<file path="src/rtl/shift_32_pkg.sv">
// Shared constants for the sequential 32-bit shifter.
// State encoding and datapath widths.
package shift_32_pkg;

  localparam int WORD = 32;
  localparam int CNTW = 6;

  localparam logic [1:0] IDLE  = 2'b00;
  localparam logic [1:0] SHIFT = 2'b01;
  localparam logic [1:0] DONE  = 2'b10;

endpackage

</file>
<file path="src/rtl/shift_32_step.sv">
// Single-bit shift step: left, or arithmetic right.
// Also returns the bit pushed out of the word.
module shift32_step
  import shift_32_pkg::*;
(
  input  logic [WORD-1:0] word,
  input  logic            right,
  output logic [WORD-1:0] next,
  output logic            bit_out
);

  always_comb begin
    if (right) begin
      next    = {word[WORD-1], word[WORD-1:1]};
      bit_out = word[0];
    end else begin
      next    = {word[WORD-2:0], 1'b0};
      bit_out = word[WORD-1];
    end
  end

endmodule

</file>
<file path="src/rtl/shift_32.sv">
// Sequential shifter, one bit per clock, ready/done handshake.
// Signed count: positive shifts left, negative shifts right.
module shift_32
  import shift_32_pkg::*;
(
  input  logic            clk,
  input  logic            reset,
  input  logic            ready,
  input  logic [CNTW-1:0] shift,
  input  logic [WORD-1:0] in,
  output logic [WORD-1:0] out,
  output logic            done,
  output logic            last_bit
);

  logic [1:0]      state, state_d;
  logic [CNTW-1:0] count, count_d;
  logic [WORD-1:0] out_q, out_d;
  logic            last_q, last_d;
  logic            dir_q, dir_d;

  logic [CNTW-1:0] mag;
  logic [WORD-1:0] step_out;
  logic            step_bit;

  // -32 negates to 6'b100000, which reads back as 32 unsigned
  assign mag = shift[CNTW-1] ? (~shift + 6'd1) : shift;

  shift32_step u_step (
    .word    (out_q),
    .right   (dir_q),
    .next    (step_out),
    .bit_out (step_bit)
  );

  always_comb begin
    state_d = state;
    count_d = count;
    out_d   = out_q;
    last_d  = last_q;
    dir_d   = dir_q;
    unique case (1'b1)
      (state == IDLE): begin
        if (ready) begin
          out_d   = in;
          last_d  = 1'b0;
          count_d = mag;
          dir_d   = shift[CNTW-1];
          state_d = (mag != '0) ? SHIFT : DONE;
        end
      end
      (state == SHIFT): begin
        out_d   = step_out;
        last_d  = step_bit;
        count_d = count - 6'd1;
        if (count == 6'd1)
          state_d = DONE;
      end
      (state == DONE): begin
        if (!ready)
          state_d = IDLE;
      end
      default: state_d = IDLE;
    endcase
  end

  always_ff @(posedge clk or negedge reset) begin
    if (!reset) begin
      state  <= IDLE;
      count  <= '0;
      out_q  <= '0;
      last_q <= 1'b0;
      dir_q  <= 1'b0;
    end else begin
      state  <= state_d;
      count  <= count_d;
      out_q  <= out_d;
      last_q <= last_d;
      dir_q  <= dir_d;
    end
  end

  assign out      = out_q;
  assign last_bit = last_q;
  assign done     = (state == DONE);

endmodule

</file>
<file path="config.mk">
export PLATFORM = sky130hd
export DESIGN_NAME = shift_32
export DESIGN_NICKNAME = d
export VERILOG_FILES = /design/src/rtl/shift_32_pkg.sv /design/src/rtl/shift_32_step.sv /design/src/rtl/shift_32.sv
export SDC_FILE = /design/constraint.sdc
export NUM_CORES = 1
export LEC_CHECK = 0
export CORE_MARGIN = 5
export CORE_UTILIZATION = 27
export CTS_CLUSTER_DIAMETER = 150
export DETAILED_ROUTE_END_ITERATION = 6
export GPL_ROUTABILITY_DRIVEN = 0
export SLEW_MARGIN = 20
export SYNTH_ARGS = -nofsm -noshare
export SYNTH_HDL_FRONTEND = slang
export SYNTH_HIERARCHICAL = 1
export SYNTH_SLANG_ARGS = --single-unit
</file>
<file path="constraint.sdc">
create_clock -name clk -period 1.4 [get_ports clk]
set_input_delay 0.28 -clock clk [delete_from_list [all_inputs] [get_ports clk]]
set_output_delay 0.28 -clock clk [all_outputs]
set_load 0.03 [all_outputs]
</file>
==> tab_implementation.tex, run 1 <==
\begin{tabular}{lr}
\hline
Metric & Value \\
\hline
\multicolumn{2}{l}{\textbf{Clock tree}} \\
\quad CTS H-tree depth & 2 \\
\quad Sink count of the clock tree & 42 \\
\quad Clock transition at path regs & 0.09 ns \\
\quad TritonCTS clock tree & yes \\
\quad Clk\_lat worst skew & 0.30 ns \\
\quad Total clock buffers created by CTS & 5 \\
\quad Root buffer cell & sky130\_fd\_sc\_hd\_\_clkbuf\_8 \\
\quad Max Root-Sink Buffers & 2 \\
\multicolumn{2}{l}{\textbf{Global routing}} \\
\quad Largest net degree at the start of global routing & 65 \\
\quad Number of global-route vias before repair & 2403 \\
\quad Total global routing overflow & 0 \\
\quad Wire length of the first global-routing pass & 11680 um \\
\quad Combined global-route utilization of all metal layers & 12.14\% \\
\quad Initial antenna violation count & 0 \\
\multicolumn{2}{l}{\textbf{Synth}} \\
\quad Mean post-synth cell area & 10.80 um\^{}2 \\
\quad Post-synth ARST share & 100.0\% \\
\quad Portion of synthesized cell area occupied by the leading cell type & 38.78\% \\
\quad Synth cell types & 39 \\
\quad Mapped Area & 0.002710 mm\^{}2 \\
\quad Dominant synthesized flop cell & sky130\_fd\_sc\_hd\_\_dfrtp\_1 \\
\quad Synthesized flop and latch total & 42 \\
\quad Sequential cell area fraction in the yosys report & 38.78\% \\
\quad Warnings, synthesis & 6 \\
\quad Cell type with the largest total area after synthesis & sky130\_fd\_sc\_hd\_\_dfrtp\_1 \\
\quad Number of enable flip-flop cells after synthesis & 0 \\
\quad Top cells by area in the synthesized netlist & sky130\_fd\_sc\_hd\_\_dfrtp\_1, sky130\_fd\_sc\_hd\_\_mux2\_4, sky130\_fd\_sc\_hd\_\_mux2i\_1 \\
\quad Synthesized instance count & 251 \\
\quad Post-synth net total & 295 \\
\multicolumn{2}{l}{\textbf{Critical path}} \\
\quad Slowest cell delay on critical path & 0.41 ns \\
\quad Worst r2r src & count[2]\$\_DFFE\_PN0P\_ \\
\quad Largest fanout of any net on the critical path & 2 \\
\quad Arrival time of the worst setup path & 1.58 ns \\
\quad Worst reg2reg setup slack & 0.008 ns \\
\quad Slowest library cell on the worst path & sky130\_fd\_sc\_hd\_\_dfrtp\_1 \\
\quad Worst reg2reg path endpoint & count[3]\$\_DFFE\_PN0P\_ \\
\quad Logic depth of the worst register-to-register path & 5 \\
\quad Setup Crit Path Kind & flop to flop \\
\quad Startpoint type of the worst setup path & flop \\
\quad CP Data Required Time & 1.59 ns \\
\quad Launch point of the critical path & count[2]\$\_DFFE\_PN0P\_ \\
\quad Crit path capture type & flop \\
\quad Cell breakdown of the critical path & buf\_6, or3\_4, a21oi\_2, nor2b\_1, a211o\_1 \\
\quad Worst setup endpoint & count[3]\$\_DFFE\_PN0P\_ \\
\multicolumn{2}{l}{\textbf{Timing}} \\
\quad Clock Skew & 0.008919 ns \\
\quad Hold WS & 0.4868 ns \\
\quad Final period util & 99.41\% \\
\quad FMAX & 718.5 MHz \\
\quad Post-layout min period & 1.392 ns \\
\quad Tightest Pin Transition & 0.3234 ns \\
\quad Total negative slack & 0 ns \\
\quad Worst slew margin relative to its limit & 78.39\% \\
\quad Setup repair after global routing missed its margin & true \\
\quad Count of final setup violators & 0 \\
\quad Post-route setup slack & 0.008297 ns \\
\quad Final Max Tran Viols & 0 \\
\quad Final Hold Vio Count & 0 \\
\multicolumn{2}{l}{\textbf{Placed design}} \\
\quad Worst setup slack after placement & -0.7528 ns \\
\quad Cell area reported after detailed placement & 0.003945 mm\^{}2 \\
\quad PortBufs & 74 \\
\quad DP Cell Count & 491 \\
\quad Final HPWL DP & 5194 um \\
\multicolumn{2}{l}{\textbf{Cells and area}} \\
\quad Non-filler instance count after layout & 512 \\
\quad Most frequent standard cell in the layout excluding fill and tap cells & sky130\_fd\_sc\_hd\_\_buf\_4 \\
\quad Number of nets in the layout & 422 \\
\quad Post-route cell area & 0.004319 mm\^{}2 \\
\quad Inserted Diodes & 0 \\
\quad Leading cell types in the layout, fill and taps excluded & sky130\_fd\_sc\_hd\_\_buf\_4, sky130\_fd\_sc\_hd\_\_dfrtp\_1, sky130\_fd\_sc\_hd\_\_o21ai\_0 \\
\quad Share of layout cells above drive strength 1 & 36.41\% \\
\quad Final core occ & 44.19\% \\
\quad Synthesis-to-layout area growth & 59.37\% \\
\multicolumn{2}{l}{\textbf{Run}} \\
\quad \# Max-Cap Violations & 0 \\
\multicolumn{2}{l}{\textbf{Die}} \\
\quad Std-Cell Core Area & 0.009774 mm\^{}2 \\
\quad Number of rows created at floorplan & 36 \\
\quad Die outline area & 0.01214 mm\^{}2 \\
\quad Number of primary I/O pins & 75 \\
\quad Initial core utilization & 27.73\% \\
\quad Die Span X & 110.2 um \\
\quad Die Ht & 110.2 um \\
\multicolumn{2}{l}{\textbf{Power}} \\
\quad P per Cell Area & 2436 mW/mm\^{}2 \\
\quad Total leakage power & 2.077 nW \\
\quad Total power after layout & 10.52 mW \\
\quad Worst voltage drop across the vdd grid & 0.8019 mV \\
\multicolumn{2}{l}{\textbf{Outcome}} \\
\quad Outcome & completed \\
\multicolumn{2}{l}{\textbf{Routing}} \\
\quad Number of design-rule violations left by the first detailed-router iteration & 59 \\
\quad Post-route antenna net violation count & 0 \\
\quad Total iterations of the first detailed-routing run & 4 \\
\quad Total number of vias & 2360 \\
\quad Per-cell via count in the routed design & 4.609 \\
\quad Total detailed-routing wirelength & 8081 um \\
\quad Residual DRC & 0 \\
\quad Post-detailed-route wirelength per cell & 15.78 um \\
\multicolumn{2}{l}{\textbf{Min path}} \\
\quad Classification of the worst-slack hold path & input pin to async pin \\
\hline
\end{tabular}
## worst max-delay path, delay by kind of cell, from the launching register on
family	cells	cell delay, ns
buffers and inverters	1	0.12
AO/OA/AOI/OAI	2	0.34
AND/OR/NAND/NOR	2	0.41
flip-flops	1	0.41
## Yosys cell counts (2+ instances only)
cell                        n
sky130_fd_sc_hd__buf_12     3
sky130_fd_sc_hd__buf_6      4
sky130_fd_sc_hd__a21oi_1    4
sky130_fd_sc_hd__ha_1       3
sky130_fd_sc_hd__nand2_1   34
sky130_fd_sc_hd__a22o_1     2
sky130_fd_sc_hd__nor2b_1    9
sky130_fd_sc_hd__dfrtp_1   42
sky130_fd_sc_hd__mux2_2     5
sky130_fd_sc_hd__clkbuf_1   8
sky130_fd_sc_hd__nand2b_1   3
sky130_fd_sc_hd__mux2i_1   32
sky130_fd_sc_hd__xnor2_1    3
sky130_fd_sc_hd__inv_1      6
sky130_fd_sc_hd__nand4_1    2
sky130_fd_sc_hd__o21ai_0   36
sky130_fd_sc_hd__nor3_1     2
sky130_fd_sc_hd__mux2_4    29
sky130_fd_sc_hd__a22oi_1    2
sky130_fd_sc_hd__and2_1     2
sky130_fd_sc_hd__nor2_1     2
## registers in the layout (all words and copies together) (netlist names)
name	flops
out	32
count	6
state	2
dir_q	1
last_bit	1
## cells by family (layout without fill, tap and decap cells)
kind of cell | Yosys count | count (layout) | share of synthesized area, %
compound gates | 56 | 57 | 12.28
xor+xnor | 3 | 3 | 0.9697
fa+ha+maj | 3 | 3 | 1.385
buf+inv | 22 | 149 | 6.094
flops | 42 | 42 | 38.78
mux | 66 | 66 | 29.96
simple gates | 59 | 59 | 10.53
## power by group
group / switching, mW / internal, mW
Sequential: 0.473 / 1.84
Combinational: 3.35 / 3.83
Clock: 0.489 / 0.536
Total: 4.32 / 6.21
## timing repair
item                                    CTS  global route
endpoints found under the setup margin   31            37
hold buffers                              1             0
hold endpoints to repair                 42             0
buffers inserted                          1             3
pin swaps                                 8             9
gates cloned                              0             8
gates resized for setup                  42            19
## worst min-delay path by stage
stage	startpoint	to	slack, ns	cells past startpoint
6_report	reset	out[7]$_DFFE_PN0P_	0.49	3
5_1_grt	shift[0]	count[0]$_DFFE_PN0P_	0.49	4
2_1_floorplan	reset	count[0]$_DFFE_PN0P_	-0.02	0
3_3_place_gp	reset	out[8]$_DFFE_PN0P_	0.28	2
4_1_cts	shift[0]	count[0]$_DFFE_PN0P_	0.47	4
3_5_place_dp	reset	out[7]$_DFFE_PN0P_	0.29	2
## area by class of cell
| type | instances | area, um^2 |
|---|---|---|
| inverters | 6 | 40.04 |
| well taps | 133 | 166.4 |
| flip-flops and latches | 42 | 1054 |
| clock inverters | 3 | 43.79 |
| repair buffers | 135 | 1340 |
| multi-input cells | 188 | 1607 |
| clock buffers | 5 | 68.82 |
| fillers | 940 | 5455 |
## metal layers
metal / track usage, % / up-vias / wire [um]
li1: - / 1152 / -
met1: 15.64 / 1156 / 3688
met2: 20.54 / 46 / 3966
met3: 3.145 / 6 / 377
met4: 2.551 / 0 / 48
met5: 0 / - / 0
(Power assumes the default switching activity.)
==> run 2, diff against run 1 <==
--- a/config.mk
+++ b/config.mk
@@ -10,7 +10,6 @@
 export CTS_CLUSTER_DIAMETER = 150
 export DETAILED_ROUTE_END_ITERATION = 6
 export GPL_ROUTABILITY_DRIVEN = 0
-export SLEW_MARGIN = 20
 export SYNTH_ARGS = -nofsm -noshare
 export SYNTH_HDL_FRONTEND = slang
 export SYNTH_HIERARCHICAL = 1
==> results of run 2 <==
Final layout, timing and power as in run 1 (identical DEF).
==> run 3, diff against run 2 <==
--- a/config.mk
+++ b/config.mk
@@ -5,11 +5,14 @@
 export SDC_FILE = /design/constraint.sdc
 export NUM_CORES = 1
 export LEC_CHECK = 0
+export CELL_PAD_IN_SITES_DETAIL_PLACEMENT = 2
+export CELL_PAD_IN_SITES_GLOBAL_PLACEMENT = 2
 export CORE_MARGIN = 5
 export CORE_UTILIZATION = 27
 export CTS_CLUSTER_DIAMETER = 150
 export DETAILED_ROUTE_END_ITERATION = 6
 export GPL_ROUTABILITY_DRIVEN = 0
+export PLACE_DENSITY_LB_ADDON = 0.1
 export SYNTH_ARGS = -nofsm -noshare
 export SYNTH_HDL_FRONTEND = slang
 export SYNTH_HIERARCHICAL = 1
==> constraint.sdc (replaced) <==
create_clock -name clk -period 1.2 [get_ports clk]
set_input_delay 0.24 -clock clk [delete_from_list [all_inputs] [get_ports clk]]
set_output_delay 0.24 -clock clk [all_outputs]
set_load 0.03 [all_outputs]
==> tab_implementation.tex, run 3 (synthesis gave the netlist of run 1 again) <==
\begin{tabular}{lr}
\hline
Metric & Value \\
\hline
\multicolumn{2}{l}{\textbf{Outcome}} \\
\quad Outcome & complete, but fails checks \\
\quad Violated checks & negative setup slack \\
\multicolumn{2}{l}{\textbf{Power}} \\
\quad P per Cell Area & 2964 mW/mm\^{}2 \\
\quad Total power after layout & 12.87 mW \\
\quad Total leakage power & 2.036 nW \\
\quad Worst voltage drop across the vdd grid & 0.8623 mV \\
\multicolumn{2}{l}{\textbf{Die}} \\
\quad Number of rows created at floorplan & 36 \\
\quad Number of primary I/O pins & 75 \\
\quad Std-Cell Core Area & 0.009774 mm\^{}2 \\
\quad Die outline area & 0.01214 mm\^{}2 \\
\quad Die Ht & 110.2 um \\
\quad Die Span X & 110.2 um \\
\quad Initial core utilization & 27.73\% \\
\multicolumn{2}{l}{\textbf{Critical path}} \\
\quad Cell breakdown of the critical path & nor2b\_4, buf\_4, clkbuf\_16, mux2i\_1, o21ai\_1 \\
\quad Slowest library cell on the worst path & sky130\_fd\_sc\_hd\_\_dfrtp\_2 \\
\quad Setup Crit Path Kind & flop to flop \\
\quad Slowest cell delay on critical path & 0.46 ns \\
\quad Cell family with most CP delay & flip-flops \\
\quad Largest fanout of any net on the critical path & 10 \\
\quad Worst r2r src & state[1]\$\_DFFE\_PN0P\_ \\
\quad CP Data Required Time & 1.38 ns \\
\quad Crit path capture type & flop \\
\quad Launch point of the critical path & state[1]\$\_DFFE\_PN0P\_ \\
\quad Arrival time of the worst setup path & 1.59 ns \\
\quad Total buffers and inverters traversed by the critical path & 2 \\
\quad Startpoint type of the worst setup path & flop \\
\multicolumn{2}{l}{\textbf{Timing}} \\
\quad Final Max Tran Viols & 0 \\
\quad Final Hold Vio Count & 0 \\
\quad Setup repair after global routing missed its margin & true \\
\quad Final period util & 117.4\% \\
\quad Post-layout min period & 1.409 ns \\
\quad Clock Skew & 0.006284 ns \\
\quad Worst slew margin relative to its limit & 75.35\% \\
\quad Tightest Pin Transition & 0.3683 ns \\
\quad FMAX & 709.9 MHz \\
\quad Total negative slack & -5.530 ns \\
\quad Post-route setup slack & -0.2086 ns \\
\quad Count of final setup violators & 41 \\
\multicolumn{2}{l}{\textbf{Routing}} \\
\quad Total iterations of the first detailed-routing run & 3 \\
\quad Per-cell via count in the routed design & 4.779 \\
\quad Highest metal layer with signal wires & met4 \\
\quad Amount of wire on met3 after detailed routing & 306 um \\
\quad Post-detailed-route wirelength per cell & 18.46 um \\
\quad Residual DRC & 0 \\
\quad Number of design-rule violations left by the first detailed-router iteration & 61 \\
\quad Post-route antenna net violation count & 0 \\
\quad Total routed wire length on the met1 layer & 4073 um \\
\quad Total detailed-routing wirelength & 9268 um \\
\quad Total number of vias & 2399 \\
\quad Total met2 wirelength after detailed routing & 4847 um \\
\multicolumn{2}{l}{\textbf{Placed design}} \\
\quad Cell area reported after detailed placement & 0.003752 mm\^{}2 \\
\quad Worst setup slack after placement & -0.9292 ns \\
\quad PortBufs & 74 \\
\quad DP Cell Count & 472 \\
\quad Final HPWL DP & 6118 um \\
\multicolumn{2}{l}{\textbf{Cells and area}} \\
\quad Inserted Diodes & 0 \\
\quad Non-filler instance count after layout & 502 \\
\quad Synthesis-to-layout area growth & 60.25\% \\
\quad Flip-flop count of the largest register after layout & 32 \\
\quad Share of layout cells above drive strength 1 & 43.63\% \\
\quad Leading cell types in the layout, fill and taps excluded & sky130\_fd\_sc\_hd\_\_buf\_4, sky130\_fd\_sc\_hd\_\_dfrtp\_1, sky130\_fd\_sc\_hd\_\_o21ai\_1 \\
\quad Most frequent standard cell in the layout excluding fill and tap cells & sky130\_fd\_sc\_hd\_\_buf\_4 \\
\quad Post-route cell area & 0.004343 mm\^{}2 \\
\quad Number of nets in the layout & 412 \\
\multicolumn{2}{l}{\textbf{Global routing}} \\
\quad Combined global-route utilization of all metal layers & 14.67\% \\
\quad Number of global-route vias before repair & 2630 \\
\quad Initial antenna violation count & 0 \\
\quad Largest net degree at the start of global routing & 43 \\
\quad Wire length of the first global-routing pass & 13870 um \\
\quad Total global routing overflow & 0 \\
\multicolumn{2}{l}{\textbf{Run}} \\
\quad \# Max-Cap Violations & 0 \\
\multicolumn{2}{l}{\textbf{Clock tree}} \\
\quad Clock transition at path regs & 0.08 ns \\
\quad Total clock buffers created by CTS & 5 \\
\quad CTS H-tree depth & 2 \\
\quad Max Root-Sink Buffers & 2 \\
\quad Sink count of the clock tree & 42 \\
\quad Root buffer cell & sky130\_fd\_sc\_hd\_\_clkbuf\_8 \\
\quad TritonCTS clock tree & yes \\
\quad Clk\_lat worst skew & 0.30 ns \\
\multicolumn{2}{l}{\textbf{Min path}} \\
\quad Beginning of the worst hold path & shift[0] \\
\quad Classification of the worst-slack hold path & input pin to flop \\
\hline
\end{tabular}
run 3: area by class of cell:
cell class	instances	area [um^2]
clock inverters	1	30.03
flip-flops and latches	42	1055
inverters	6	47.55
fillers	1034	5431
clock buffers	7	76.32
repair buffers	125	1271
multi-input cells	188	1697
well taps	133	166.4
run 3: worst paths after layout:
| check | slack (ns) | end | cells past startpoint |
|---|---|---|---|
| min | 0.40 | count[0]$_DFFE_PN0P_ | 4 |
| max reg2reg | -0.21 | out[22]$_DFFE_PN0P_ | 5 |
| max in group asynchronous | 0.51 | dir_q$_DFFE_PN0P_ | 3 |
| min in group asynchronous | 0.45 | out[6]$_DFFE_PN0P_ | 3 |
| min reg2reg | 0.53 | last_bit$_DFFE_PN0P_ | 1 |
| max | -0.21 | out[22]$_DFFE_PN0P_ | 5 |
run 3: per-layer routing:
metal	vias to the layer above	GRT usage, %
li1	1132	-
met5	-	0
met2	39	26.21
met3	4	2.912
met4	0	2.902
met1	1224	18.37
run 3: timing repair:
item / in CTS / in global routing
endpoints found under the hold margin: 42 / 0
pin swaps: 12 / 11
setup buffers: 9 / 7
gates cloned: 0 / 5
hold buffers: 1 / 0
resized for setup: 47 / 30
endpoints found under the setup margin: 43 / 53
run 3: worst min-delay path, delay by kind of cell:
| kind | cells | cell delay, ns |
|---|---|---|
| AOI/OAI and AO/OA | 2 | 0.20 |
| buffers and inverters | 2 | 0.21 |
run 3: where the power goes:
group | internal [mW] | switching, mW | leakage (nW)
logic | 4.64 | 4.10 | 1.48
registers | 2.16 | 0.834 | 0.507
clock network | 0.624 | 0.519 | 0.0524
run 3: per-stage QoR:
stage | utilization (%) | hold WS (ns)
2_1_floorplan | - | -0.05559
3_3_place_gp | 38.39 | 0.2445
3_5_place_dp | 38.39 | 0.2417
4_1_cts | 41.45 | 0.3801
5_1_grt | 44.43 | 0.4179
6_report | 44.43 | 0.3990
